**config.mk**
```make
export PLATFORM = sky130hd
export DESIGN_NAME = execute_stage_flat
export DESIGN_NICKNAME = d
export VERILOG_FILES = /design/src/rtl/execute_stage_if.sv /design/src/rtl/execute_stage.sv /design/src/flat_wrapper.sv
export SDC_FILE = /design/constraint.sdc
export NUM_CORES = 1
export LEC_CHECK = 0
export CAP_MARGIN = 0
export CORE_MARGIN = 4
export CORE_UTILIZATION = 48
export CTS_CLUSTER_DIAMETER = 100
export DETAILED_ROUTE_END_ITERATION = 16
export PLACE_DENSITY = 0.79
export SKIP_LAST_GASP = 1
export SYNTH_ARGS = -nofsm -noshare
export SYNTH_HDL_FRONTEND = slang
export SYNTH_SLANG_ARGS = --single-unit
```
**constraint.sdc**
```tcl
create_clock -name i_clk -period 5.78 [get_ports i_clk]
set_input_delay 1.734 -clock i_clk [delete_from_list [all_inputs] [get_ports i_clk]]
set_output_delay 1.734 -clock i_clk [all_outputs]
set_load 0.02 [all_outputs]
```
**src/rtl/execute_stage_if.sv**
```systemverilog
// Decode operands, MA/WB forwarding sources and EX/MA register outputs
// of execute_stage, grouped as one bundle.
interface execute_stage_if;
  logic        i_id_valid;
  logic [31:0] i_id_pc;
  logic [31:0] i_id_pc_plus_4;
  logic [31:0] i_id_rs1_data;
  logic [31:0] i_id_rs2_data;
  logic [4:0]  i_id_rs1;
  logic [4:0]  i_id_rs2;
  logic [4:0]  i_id_reg_dest;
  logic [31:0] i_id_imm;
  logic [3:0]  i_id_alu_op;
  logic        i_id_alu_src;
  logic        i_id_branch;
  logic        i_id_jal;
  logic        i_id_jalr;
  logic        i_id_mem_rd;
  logic        i_id_mem_wr;
  logic        i_id_mem_to_reg;
  logic        i_id_reg_wr;
  logic [1:0]  i_id_rw_sel;
  logic [2:0]  i_id_funct3;
  logic [6:0]  i_id_funct7;
  logic [31:0] i_ma_result;
  logic [4:0]  i_ma_reg_dest;
  logic        i_ma_reg_wr;
  logic [31:0] i_wb_data;
  logic [4:0]  i_wb_reg_dest;
  logic        i_wb_reg_wr;
  logic        o_ex_mem_to_reg;
  logic        o_ex_reg_wr;
  logic        o_ex_mem_rd;
  logic        o_ex_mem_wr;
  logic [1:0]  o_ex_rw_sel;
  logic [2:0]  o_ex_funct3;
  logic [6:0]  o_ex_funct7;
  logic [4:0]  o_ex_reg_dest;
  logic [31:0] o_ex_pc_plus_4;
  logic [31:0] o_ex_alu_result;
  logic [31:0] o_ex_reg_read_data2;
  logic        o_ex_pc_sel;
  logic [31:0] o_ex_branch_target;

  modport master (
    output i_id_valid, i_id_pc, i_id_pc_plus_4,
    output i_id_rs1_data, i_id_rs2_data,
    output i_id_rs1, i_id_rs2, i_id_reg_dest,
    output i_id_imm, i_id_alu_op, i_id_alu_src,
    output i_id_branch, i_id_jal, i_id_jalr,
    output i_id_mem_rd, i_id_mem_wr,
    output i_id_mem_to_reg, i_id_reg_wr,
    output i_id_rw_sel, i_id_funct3, i_id_funct7,
    output i_ma_result, i_ma_reg_dest, i_ma_reg_wr,
    output i_wb_data, i_wb_reg_dest, i_wb_reg_wr,
    input  o_ex_mem_to_reg, o_ex_reg_wr,
    input  o_ex_mem_rd, o_ex_mem_wr,
    input  o_ex_rw_sel, o_ex_funct3, o_ex_funct7,
    input  o_ex_reg_dest, o_ex_pc_plus_4,
    input  o_ex_alu_result, o_ex_reg_read_data2,
    input  o_ex_pc_sel, o_ex_branch_target
  );

  modport slave (
    input  i_id_valid, i_id_pc, i_id_pc_plus_4,
    input  i_id_rs1_data, i_id_rs2_data,
    input  i_id_rs1, i_id_rs2, i_id_reg_dest,
    input  i_id_imm, i_id_alu_op, i_id_alu_src,
    input  i_id_branch, i_id_jal, i_id_jalr,
    input  i_id_mem_rd, i_id_mem_wr,
    input  i_id_mem_to_reg, i_id_reg_wr,
    input  i_id_rw_sel, i_id_funct3, i_id_funct7,
    input  i_ma_result, i_ma_reg_dest, i_ma_reg_wr,
    input  i_wb_data, i_wb_reg_dest, i_wb_reg_wr,
    output o_ex_mem_to_reg, o_ex_reg_wr,
    output o_ex_mem_rd, o_ex_mem_wr,
    output o_ex_rw_sel, o_ex_funct3, o_ex_funct7,
    output o_ex_reg_dest, o_ex_pc_plus_4,
    output o_ex_alu_result, o_ex_reg_read_data2,
    output o_ex_pc_sel, o_ex_branch_target
  );
endinterface

```
**src/rtl/execute_stage.sv**
```systemverilog
// RV32I execute stage: forwarding, ALU, branch resolve, EX/MA register.
// Define EX_FORWARD_EN to compile in the MA/WB forwarding muxes.
module execute_stage #(
  parameter int KILL_SLOTS = 2
) (
  input  logic           i_clk,
  input  logic           i_rst_n,
  input  logic           i_clk_en,
  input  logic           i_flush,
  execute_stage_if.slave bus
);
  localparam logic [1:0] KILL = 2'(KILL_SLOTS);

  logic [31:0] rs1_val;
  logic [31:0] rs2_val;
  logic [31:0] op_a;
  logic [31:0] op_b;
  logic [31:0] alu;
  logic [31:0] jalr_sum;
  logic [31:0] target;
  logic [4:0]  shamt;
  logic        cond;
  logic        live;
  logic        redirect;
  logic [1:0]  kill_cnt;

`ifdef EX_FORWARD_EN
  // MA beats WB beats the register file; x0 is never forwarded.
  always_comb begin
    rs1_val = bus.i_id_rs1_data;
    if (bus.i_id_rs1 != 5'd0) begin
      if (bus.i_ma_reg_wr &&
          bus.i_ma_reg_dest == bus.i_id_rs1)
        rs1_val = bus.i_ma_result;
      else if (bus.i_wb_reg_wr &&
               bus.i_wb_reg_dest == bus.i_id_rs1)
        rs1_val = bus.i_wb_data;
    end
  end

  always_comb begin
    rs2_val = bus.i_id_rs2_data;
    if (bus.i_id_rs2 != 5'd0) begin
      if (bus.i_ma_reg_wr &&
          bus.i_ma_reg_dest == bus.i_id_rs2)
        rs2_val = bus.i_ma_result;
      else if (bus.i_wb_reg_wr &&
               bus.i_wb_reg_dest == bus.i_id_rs2)
        rs2_val = bus.i_wb_data;
    end
  end
`else
  logic unused_fwd;
  assign unused_fwd = ^{bus.i_ma_result, bus.i_ma_reg_dest,
                        bus.i_ma_reg_wr, bus.i_wb_data,
                        bus.i_wb_reg_dest, bus.i_wb_reg_wr,
                        bus.i_id_rs1, bus.i_id_rs2};
  assign rs1_val = bus.i_id_rs1_data;
  assign rs2_val = bus.i_id_rs2_data;
`endif

  assign op_a  = (bus.i_id_alu_op == 4'd11) ? bus.i_id_pc : rs1_val;
  assign op_b  = bus.i_id_alu_src ? bus.i_id_imm : rs2_val;
  assign shamt = op_b[4:0];

  always_comb begin
    alu = '0;
    case (bus.i_id_alu_op)
      4'd0:    alu = op_a + op_b;
      4'd1:    alu = op_a - op_b;
      4'd2:    alu = op_a << shamt;
      4'd3:    alu = {31'd0, $signed(op_a) < $signed(op_b)};
      4'd4:    alu = {31'd0, op_a < op_b};
      4'd5:    alu = op_a ^ op_b;
      4'd6:    alu = op_a >> shamt;
      4'd7:    alu = $unsigned($signed(op_a) >>> shamt);
      4'd8:    alu = op_a | op_b;
      4'd9:    alu = op_a & op_b;
      4'd10:   alu = op_b;
      4'd11:   alu = op_a + op_b;
      default: alu = '0;
    endcase
  end

  always_comb begin
    cond = 1'b0;
    case (bus.i_id_funct3)
      3'b000:  cond = rs1_val == rs2_val;
      3'b001:  cond = rs1_val != rs2_val;
      3'b100:  cond = $signed(rs1_val) < $signed(rs2_val);
      3'b101:  cond = $signed(rs1_val) >= $signed(rs2_val);
      3'b110:  cond = rs1_val < rs2_val;
      3'b111:  cond = rs1_val >= rs2_val;
      default: cond = 1'b0;
    endcase
  end

  assign jalr_sum = rs1_val + bus.i_id_imm;
  assign target   = bus.i_id_jalr ? {jalr_sum[31:1], 1'b0}
                                  : bus.i_id_pc + bus.i_id_imm;
  assign live     = bus.i_id_valid & ~i_flush & (kill_cnt == 2'd0);
  assign redirect = live & (bus.i_id_jal | bus.i_id_jalr |
                            (bus.i_id_branch & cond));

  always_ff @(posedge i_clk) begin
    if (!i_rst_n) begin
      bus.o_ex_mem_to_reg     <= 1'b0;
      bus.o_ex_reg_wr         <= 1'b0;
      bus.o_ex_mem_rd         <= 1'b0;
      bus.o_ex_mem_wr         <= 1'b0;
      bus.o_ex_rw_sel         <= '0;
      bus.o_ex_funct3         <= '0;
      bus.o_ex_funct7         <= '0;
      bus.o_ex_reg_dest       <= '0;
      bus.o_ex_pc_plus_4      <= '0;
      bus.o_ex_alu_result     <= '0;
      bus.o_ex_reg_read_data2 <= '0;
      bus.o_ex_pc_sel         <= 1'b0;
      bus.o_ex_branch_target  <= '0;
      kill_cnt                <= '0;
    end else begin
      bus.o_ex_pc_sel <= 1'b0;
      if (i_clk_en) begin
        bus.o_ex_mem_to_reg     <= bus.i_id_mem_to_reg;
        bus.o_ex_reg_wr         <= live & bus.i_id_reg_wr;
        bus.o_ex_mem_rd         <= live & bus.i_id_mem_rd;
        bus.o_ex_mem_wr         <= live & bus.i_id_mem_wr;
        bus.o_ex_rw_sel         <= bus.i_id_rw_sel;
        bus.o_ex_funct3         <= bus.i_id_funct3;
        bus.o_ex_funct7         <= bus.i_id_funct7;
        bus.o_ex_reg_dest       <= bus.i_id_reg_dest;
        bus.o_ex_pc_plus_4      <= bus.i_id_pc_plus_4;
        bus.o_ex_alu_result     <= alu;
        bus.o_ex_reg_read_data2 <= rs2_val;
        bus.o_ex_pc_sel         <= redirect;
        bus.o_ex_branch_target  <= target;
        if (i_flush)
          kill_cnt <= '0;
        else if (redirect)
          kill_cnt <= KILL;
        else if (kill_cnt != 2'd0)
          kill_cnt <= kill_cnt - 2'd1;
      end
    end
  end
endmodule
```
**src/flat_wrapper.sv**
```systemverilog
// flat-port wrapper written by rule: the top's interface ports become plain ports
module execute_stage_flat 
#(
  parameter int KILL_SLOTS = 2
)
  (i_clk, i_rst_n, i_clk_en, i_flush, bus_i_id_valid, bus_i_id_pc, bus_i_id_pc_plus_4, bus_i_id_rs1_data, bus_i_id_rs2_data, bus_i_id_rs1, bus_i_id_rs2, bus_i_id_reg_dest, bus_i_id_imm, bus_i_id_alu_op, bus_i_id_alu_src, bus_i_id_branch, bus_i_id_jal, bus_i_id_jalr, bus_i_id_mem_rd, bus_i_id_mem_wr, bus_i_id_mem_to_reg, bus_i_id_reg_wr, bus_i_id_rw_sel, bus_i_id_funct3, bus_i_id_funct7, bus_i_ma_result, bus_i_ma_reg_dest, bus_i_ma_reg_wr, bus_i_wb_data, bus_i_wb_reg_dest, bus_i_wb_reg_wr, bus_o_ex_mem_to_reg, bus_o_ex_reg_wr, bus_o_ex_mem_rd, bus_o_ex_mem_wr, bus_o_ex_rw_sel, bus_o_ex_funct3, bus_o_ex_funct7, bus_o_ex_reg_dest, bus_o_ex_pc_plus_4, bus_o_ex_alu_result, bus_o_ex_reg_read_data2, bus_o_ex_pc_sel, bus_o_ex_branch_target);
  execute_stage_if bus_i ();
  input  logic i_clk;
  input  logic i_rst_n;
  input  logic i_clk_en;
  input  logic i_flush;
  input wire logic [$bits(bus_i.i_id_valid)-1:0] bus_i_id_valid;
  input wire logic [$bits(bus_i.i_id_pc)-1:0] bus_i_id_pc;
  input wire logic [$bits(bus_i.i_id_pc_plus_4)-1:0] bus_i_id_pc_plus_4;
  input wire logic [$bits(bus_i.i_id_rs1_data)-1:0] bus_i_id_rs1_data;
  input wire logic [$bits(bus_i.i_id_rs2_data)-1:0] bus_i_id_rs2_data;
  input wire logic [$bits(bus_i.i_id_rs1)-1:0] bus_i_id_rs1;
  input wire logic [$bits(bus_i.i_id_rs2)-1:0] bus_i_id_rs2;
  input wire logic [$bits(bus_i.i_id_reg_dest)-1:0] bus_i_id_reg_dest;
  input wire logic [$bits(bus_i.i_id_imm)-1:0] bus_i_id_imm;
  input wire logic [$bits(bus_i.i_id_alu_op)-1:0] bus_i_id_alu_op;
  input wire logic [$bits(bus_i.i_id_alu_src)-1:0] bus_i_id_alu_src;
  input wire logic [$bits(bus_i.i_id_branch)-1:0] bus_i_id_branch;
  input wire logic [$bits(bus_i.i_id_jal)-1:0] bus_i_id_jal;
  input wire logic [$bits(bus_i.i_id_jalr)-1:0] bus_i_id_jalr;
  input wire logic [$bits(bus_i.i_id_mem_rd)-1:0] bus_i_id_mem_rd;
  input wire logic [$bits(bus_i.i_id_mem_wr)-1:0] bus_i_id_mem_wr;
  input wire logic [$bits(bus_i.i_id_mem_to_reg)-1:0] bus_i_id_mem_to_reg;
  input wire logic [$bits(bus_i.i_id_reg_wr)-1:0] bus_i_id_reg_wr;
  input wire logic [$bits(bus_i.i_id_rw_sel)-1:0] bus_i_id_rw_sel;
  input wire logic [$bits(bus_i.i_id_funct3)-1:0] bus_i_id_funct3;
  input wire logic [$bits(bus_i.i_id_funct7)-1:0] bus_i_id_funct7;
  input wire logic [$bits(bus_i.i_ma_result)-1:0] bus_i_ma_result;
  input wire logic [$bits(bus_i.i_ma_reg_dest)-1:0] bus_i_ma_reg_dest;
  input wire logic [$bits(bus_i.i_ma_reg_wr)-1:0] bus_i_ma_reg_wr;
  input wire logic [$bits(bus_i.i_wb_data)-1:0] bus_i_wb_data;
  input wire logic [$bits(bus_i.i_wb_reg_dest)-1:0] bus_i_wb_reg_dest;
  input wire logic [$bits(bus_i.i_wb_reg_wr)-1:0] bus_i_wb_reg_wr;
  output wire logic [$bits(bus_i.o_ex_mem_to_reg)-1:0] bus_o_ex_mem_to_reg;
  output wire logic [$bits(bus_i.o_ex_reg_wr)-1:0] bus_o_ex_reg_wr;
  output wire logic [$bits(bus_i.o_ex_mem_rd)-1:0] bus_o_ex_mem_rd;
  output wire logic [$bits(bus_i.o_ex_mem_wr)-1:0] bus_o_ex_mem_wr;
  output wire logic [$bits(bus_i.o_ex_rw_sel)-1:0] bus_o_ex_rw_sel;
  output wire logic [$bits(bus_i.o_ex_funct3)-1:0] bus_o_ex_funct3;
  output wire logic [$bits(bus_i.o_ex_funct7)-1:0] bus_o_ex_funct7;
  output wire logic [$bits(bus_i.o_ex_reg_dest)-1:0] bus_o_ex_reg_dest;
  output wire logic [$bits(bus_i.o_ex_pc_plus_4)-1:0] bus_o_ex_pc_plus_4;
  output wire logic [$bits(bus_i.o_ex_alu_result)-1:0] bus_o_ex_alu_result;
  output wire logic [$bits(bus_i.o_ex_reg_read_data2)-1:0] bus_o_ex_reg_read_data2;
  output wire logic [$bits(bus_i.o_ex_pc_sel)-1:0] bus_o_ex_pc_sel;
  output wire logic [$bits(bus_i.o_ex_branch_target)-1:0] bus_o_ex_branch_target;
  assign bus_i.i_id_valid = bus_i_id_valid;
  assign bus_i.i_id_pc = bus_i_id_pc;
  assign bus_i.i_id_pc_plus_4 = bus_i_id_pc_plus_4;
  assign bus_i.i_id_rs1_data = bus_i_id_rs1_data;
  assign bus_i.i_id_rs2_data = bus_i_id_rs2_data;
  assign bus_i.i_id_rs1 = bus_i_id_rs1;
  assign bus_i.i_id_rs2 = bus_i_id_rs2;
  assign bus_i.i_id_reg_dest = bus_i_id_reg_dest;
  assign bus_i.i_id_imm = bus_i_id_imm;
  assign bus_i.i_id_alu_op = bus_i_id_alu_op;
  assign bus_i.i_id_alu_src = bus_i_id_alu_src;
  assign bus_i.i_id_branch = bus_i_id_branch;
  assign bus_i.i_id_jal = bus_i_id_jal;
  assign bus_i.i_id_jalr = bus_i_id_jalr;
  assign bus_i.i_id_mem_rd = bus_i_id_mem_rd;
  assign bus_i.i_id_mem_wr = bus_i_id_mem_wr;
  assign bus_i.i_id_mem_to_reg = bus_i_id_mem_to_reg;
  assign bus_i.i_id_reg_wr = bus_i_id_reg_wr;
  assign bus_i.i_id_rw_sel = bus_i_id_rw_sel;
  assign bus_i.i_id_funct3 = bus_i_id_funct3;
  assign bus_i.i_id_funct7 = bus_i_id_funct7;
  assign bus_i.i_ma_result = bus_i_ma_result;
  assign bus_i.i_ma_reg_dest = bus_i_ma_reg_dest;
  assign bus_i.i_ma_reg_wr = bus_i_ma_reg_wr;
  assign bus_i.i_wb_data = bus_i_wb_data;
  assign bus_i.i_wb_reg_dest = bus_i_wb_reg_dest;
  assign bus_i.i_wb_reg_wr = bus_i_wb_reg_wr;
  assign bus_o_ex_mem_to_reg = bus_i.o_ex_mem_to_reg;
  assign bus_o_ex_reg_wr = bus_i.o_ex_reg_wr;
  assign bus_o_ex_mem_rd = bus_i.o_ex_mem_rd;
  assign bus_o_ex_mem_wr = bus_i.o_ex_mem_wr;
  assign bus_o_ex_rw_sel = bus_i.o_ex_rw_sel;
  assign bus_o_ex_funct3 = bus_i.o_ex_funct3;
  assign bus_o_ex_funct7 = bus_i.o_ex_funct7;
  assign bus_o_ex_reg_dest = bus_i.o_ex_reg_dest;
  assign bus_o_ex_pc_plus_4 = bus_i.o_ex_pc_plus_4;
  assign bus_o_ex_alu_result = bus_i.o_ex_alu_result;
  assign bus_o_ex_reg_read_data2 = bus_i.o_ex_reg_read_data2;
  assign bus_o_ex_pc_sel = bus_i.o_ex_pc_sel;
  assign bus_o_ex_branch_target = bus_i.o_ex_branch_target;
  execute_stage #(.KILL_SLOTS(KILL_SLOTS)) u_core (.i_clk(i_clk), .i_rst_n(i_rst_n), .i_clk_en(i_clk_en), .i_flush(i_flush), .bus(bus_i));
endmodule
```
==> flow_summary.toml <==
[status]
status = "complete, no violations"

[pwr]
powerDensity_mw_per_mm2 = 193
leakage_nw = 11.5
peakVddDrop_uv = 269

[drt]
vias = 23700
wl_met3_um = 9950
final_antenna_net_count = 0
m1WireLength_um = 35700
wl_per_cell_um = 25.3
dr.max_layer_used = "met4"
drt_iter0_drc = 2872
dr_wl_met2_um = 41700
avgViaCountPerCell = 6.50
drc = 0
wl_um = 92400
dr.pass1.iters = 6

[timing]
relSlewSlack_pct = 37.5
tightest_slew_ps = 935
fin_ws_ps = 138
fmax_ghz = 0.177
clock_skew_ps = 1.30
final_hold_viol_count = 0
rsz0062_at_grt = "false"
worst_hold_slack_ps = 453
final.period_utilization_pct = 97.6
setup_viol = 0
period_minus_slack_ps = 5640
slew_violations = 0

[synthesis]
synthCells = 2634
synth_seq_cells = 152
synth_area_leaders = "dfxtp_1, ha_1, mux2i_1"
syn-cell-area_mm2 = 0.0198
avgSynthCellArea_um2 = 7.53
synth_edf_count = 0
yosysTopAreaCell = "dfxtp_1"
yosysTopAreaCellShare_pct = 15.3
synth_common_cells = "nand2_1, nor2_1, mux2i_1"
async_flop_share_pct = 0
synth_flop_cell = "dfxtp_1"
yosys_warnings = 0
synth_nets = 3110
ys_seq_area_share_pct = 15.3
synth.distinct_cells = 96
yosysMostFrequentCell = "nand2_1"

[grt]
grt_pass1_wl_um = 138000
gr-usage-all-layers_pct = 39.8
grt_pass1_vias = 22900
grt_start_max_net_pins = 116
overflow = 0
antenna_found_initial = 6

[floorplan]
die-width_um = 211
fp.dieArea_mm2 = 0.0446
die_height_um = 211
num_rows = 74
io_pins = 430
initial_utilization_pct = 48.6
coreArea_mm2 = 0.0408

[setup_path]
arrival_ps = 6020
cp.required_ps = 6150
criticalPathCategory = "input pin to flop"
cp-start-kind = "input pin"
cp_max_fo = 10
endpoint_kind = "flop"

[placement]
io_buffers = 343
place_congestion = 1.07
pre_cts_ws_ps = -290
dpl.hpwl_um = 73900

[clock_network]
cts-root-buf = "clkbuf_16"
post_cts_buffers = 0
cts-buffers-inserted = 17
cts_tree = "yes"
hold_buffers = 0
cts.sinks = 152
postCtsResizedCells = 0
clock_path_buffers = 2
insertion_delay_ps = 490
path_clk_slew_ps = 80
h-tree-depth = 4

[finish]
finalCoreUtilization_pct = 63.5
drive_gt1_share_pct = 13.2
area_delta_synth_final_pct = 30.7
finalNetCount = 3572

[min_path]
hold_path.class = "flop to flop"

[flow_run]
cap_violations = 0
critical path: stages:
cell	delay, ps
clkdlybuf4s50_1	550
nand4b_4	280
buf_4	280
buf_4	160
mux2i_2	230
inv_1	100
ha_1	320
o21bai_1	130
a211oi_2	310
o31ai_2	180
o41a_1	440
or4_4	460
a31oi_2	210
xnor2_1	90
a211oi_1	330
buf_4	170
o21ai_1	50
logic make-up after synthesis:
| group | synth area share, % |
|---|---|
| multiplexers | 17.3 |
| XOR/XNOR | 2.21 |
| buffers and inverters | 6.34 |
| flip-flops | 15.3 |
| AO/OA/AOI/OAI | 27.2 |
| adder cells (fa/ha/maj) | 12.5 |
| AND/OR/NAND/NOR | 19.2 |
stage by stage:
stage	setup TNS (ps)	area [um^2]	cells	power, W
2_1_floorplan	0	19800	2634	0.00265
3_3_place_gp	-1310	25300	3609	0.00365
3_5_place_dp	-2270	25300	3609	0.00369
4_1_cts	0	25900	3641	0.00494
5_1_grt	0	25900	3647	0.00521
6_report	0	25900	3647	0.00500
worst paths after layout:
| path | depth (start not counted) | slack (ps) | start | endpoint |
|---|---|---|---|---|
| worst min register to register | 2 | 450 | u_core.bus.o_ex_alu_result[30]$_SDFFE_PN0P_ | u_core.bus.o_ex_alu_result[30]$_SDFFE_PN0P_ |
| worst min-delay path | 2 | 450 | u_core.bus.o_ex_alu_result[30]$_SDFFE_PN0P_ | u_core.bus.o_ex_alu_result[30]$_SDFFE_PN0P_ |
| worst max-delay path | 17 | 140 | bus_i_id_alu_op[0] | u_core.bus.o_ex_alu_result[30]$_SDFFE_PN0P_ |
| worst max register to register | 7 | 3690 | u_core.bus.o_ex_alu_result[23]$_SDFFE_PN0P_ | u_core.bus.o_ex_alu_result[23]$_SDFFE_PN0P_ |
area by class of cell:
type                       instances  area [um^2]
antenna                            6         15.0
clock buffer                      18          429
clock inverter                    14          171
multi-input combinational       2179        15600
timing repair buffer             607         5460
tap                              532          666
inverter                         139          523
sequential                       152         3040
fill                            3573        14900
power by group:
part | internal (W) | switching, W | leakage, nW | total, W
Sequential | 0.00112 | 0.0000479 | 1.25 | 0.00117
Clock | 0.000654 | 0.000580 | 0.293 | 0.00123
Combinational | 0.00110 | 0.00150 | 9.96 | 0.00260
per-layer routing:
metal / up-vias / global-route usage (%)
met5: - / 0
met4: 0 / 20.1
met3: 276 / 7.96
met2: 1585 / 63.8
met1: 11200 / 51.1
li1: 10700 / -
layout by cell type, fill, tap and decap left out, drive strengths merged, types with 17 or more instances in the layout:
cell type	count
clkdlybuf4s50	340
nand2	275
buf	267
nor2	266
mux2i	215
a21oi	198
ha	192
o21ai	184
dfxtp	152
inv	147
a21o	53
a211oi	47
nand3	46
nor2b	46
nor3	44
a31oi	44
mux4	43
nand2b	33
xnor2	30
o211ai	26
o22ai	25
a221oi	25
mux2	25
o221ai	21
nand4	20
and3	20
o21a	20
xor2	20
o31ai	20
nor4	19
clkbuf	18
or3	17
(Power assumes the default switching activity.)
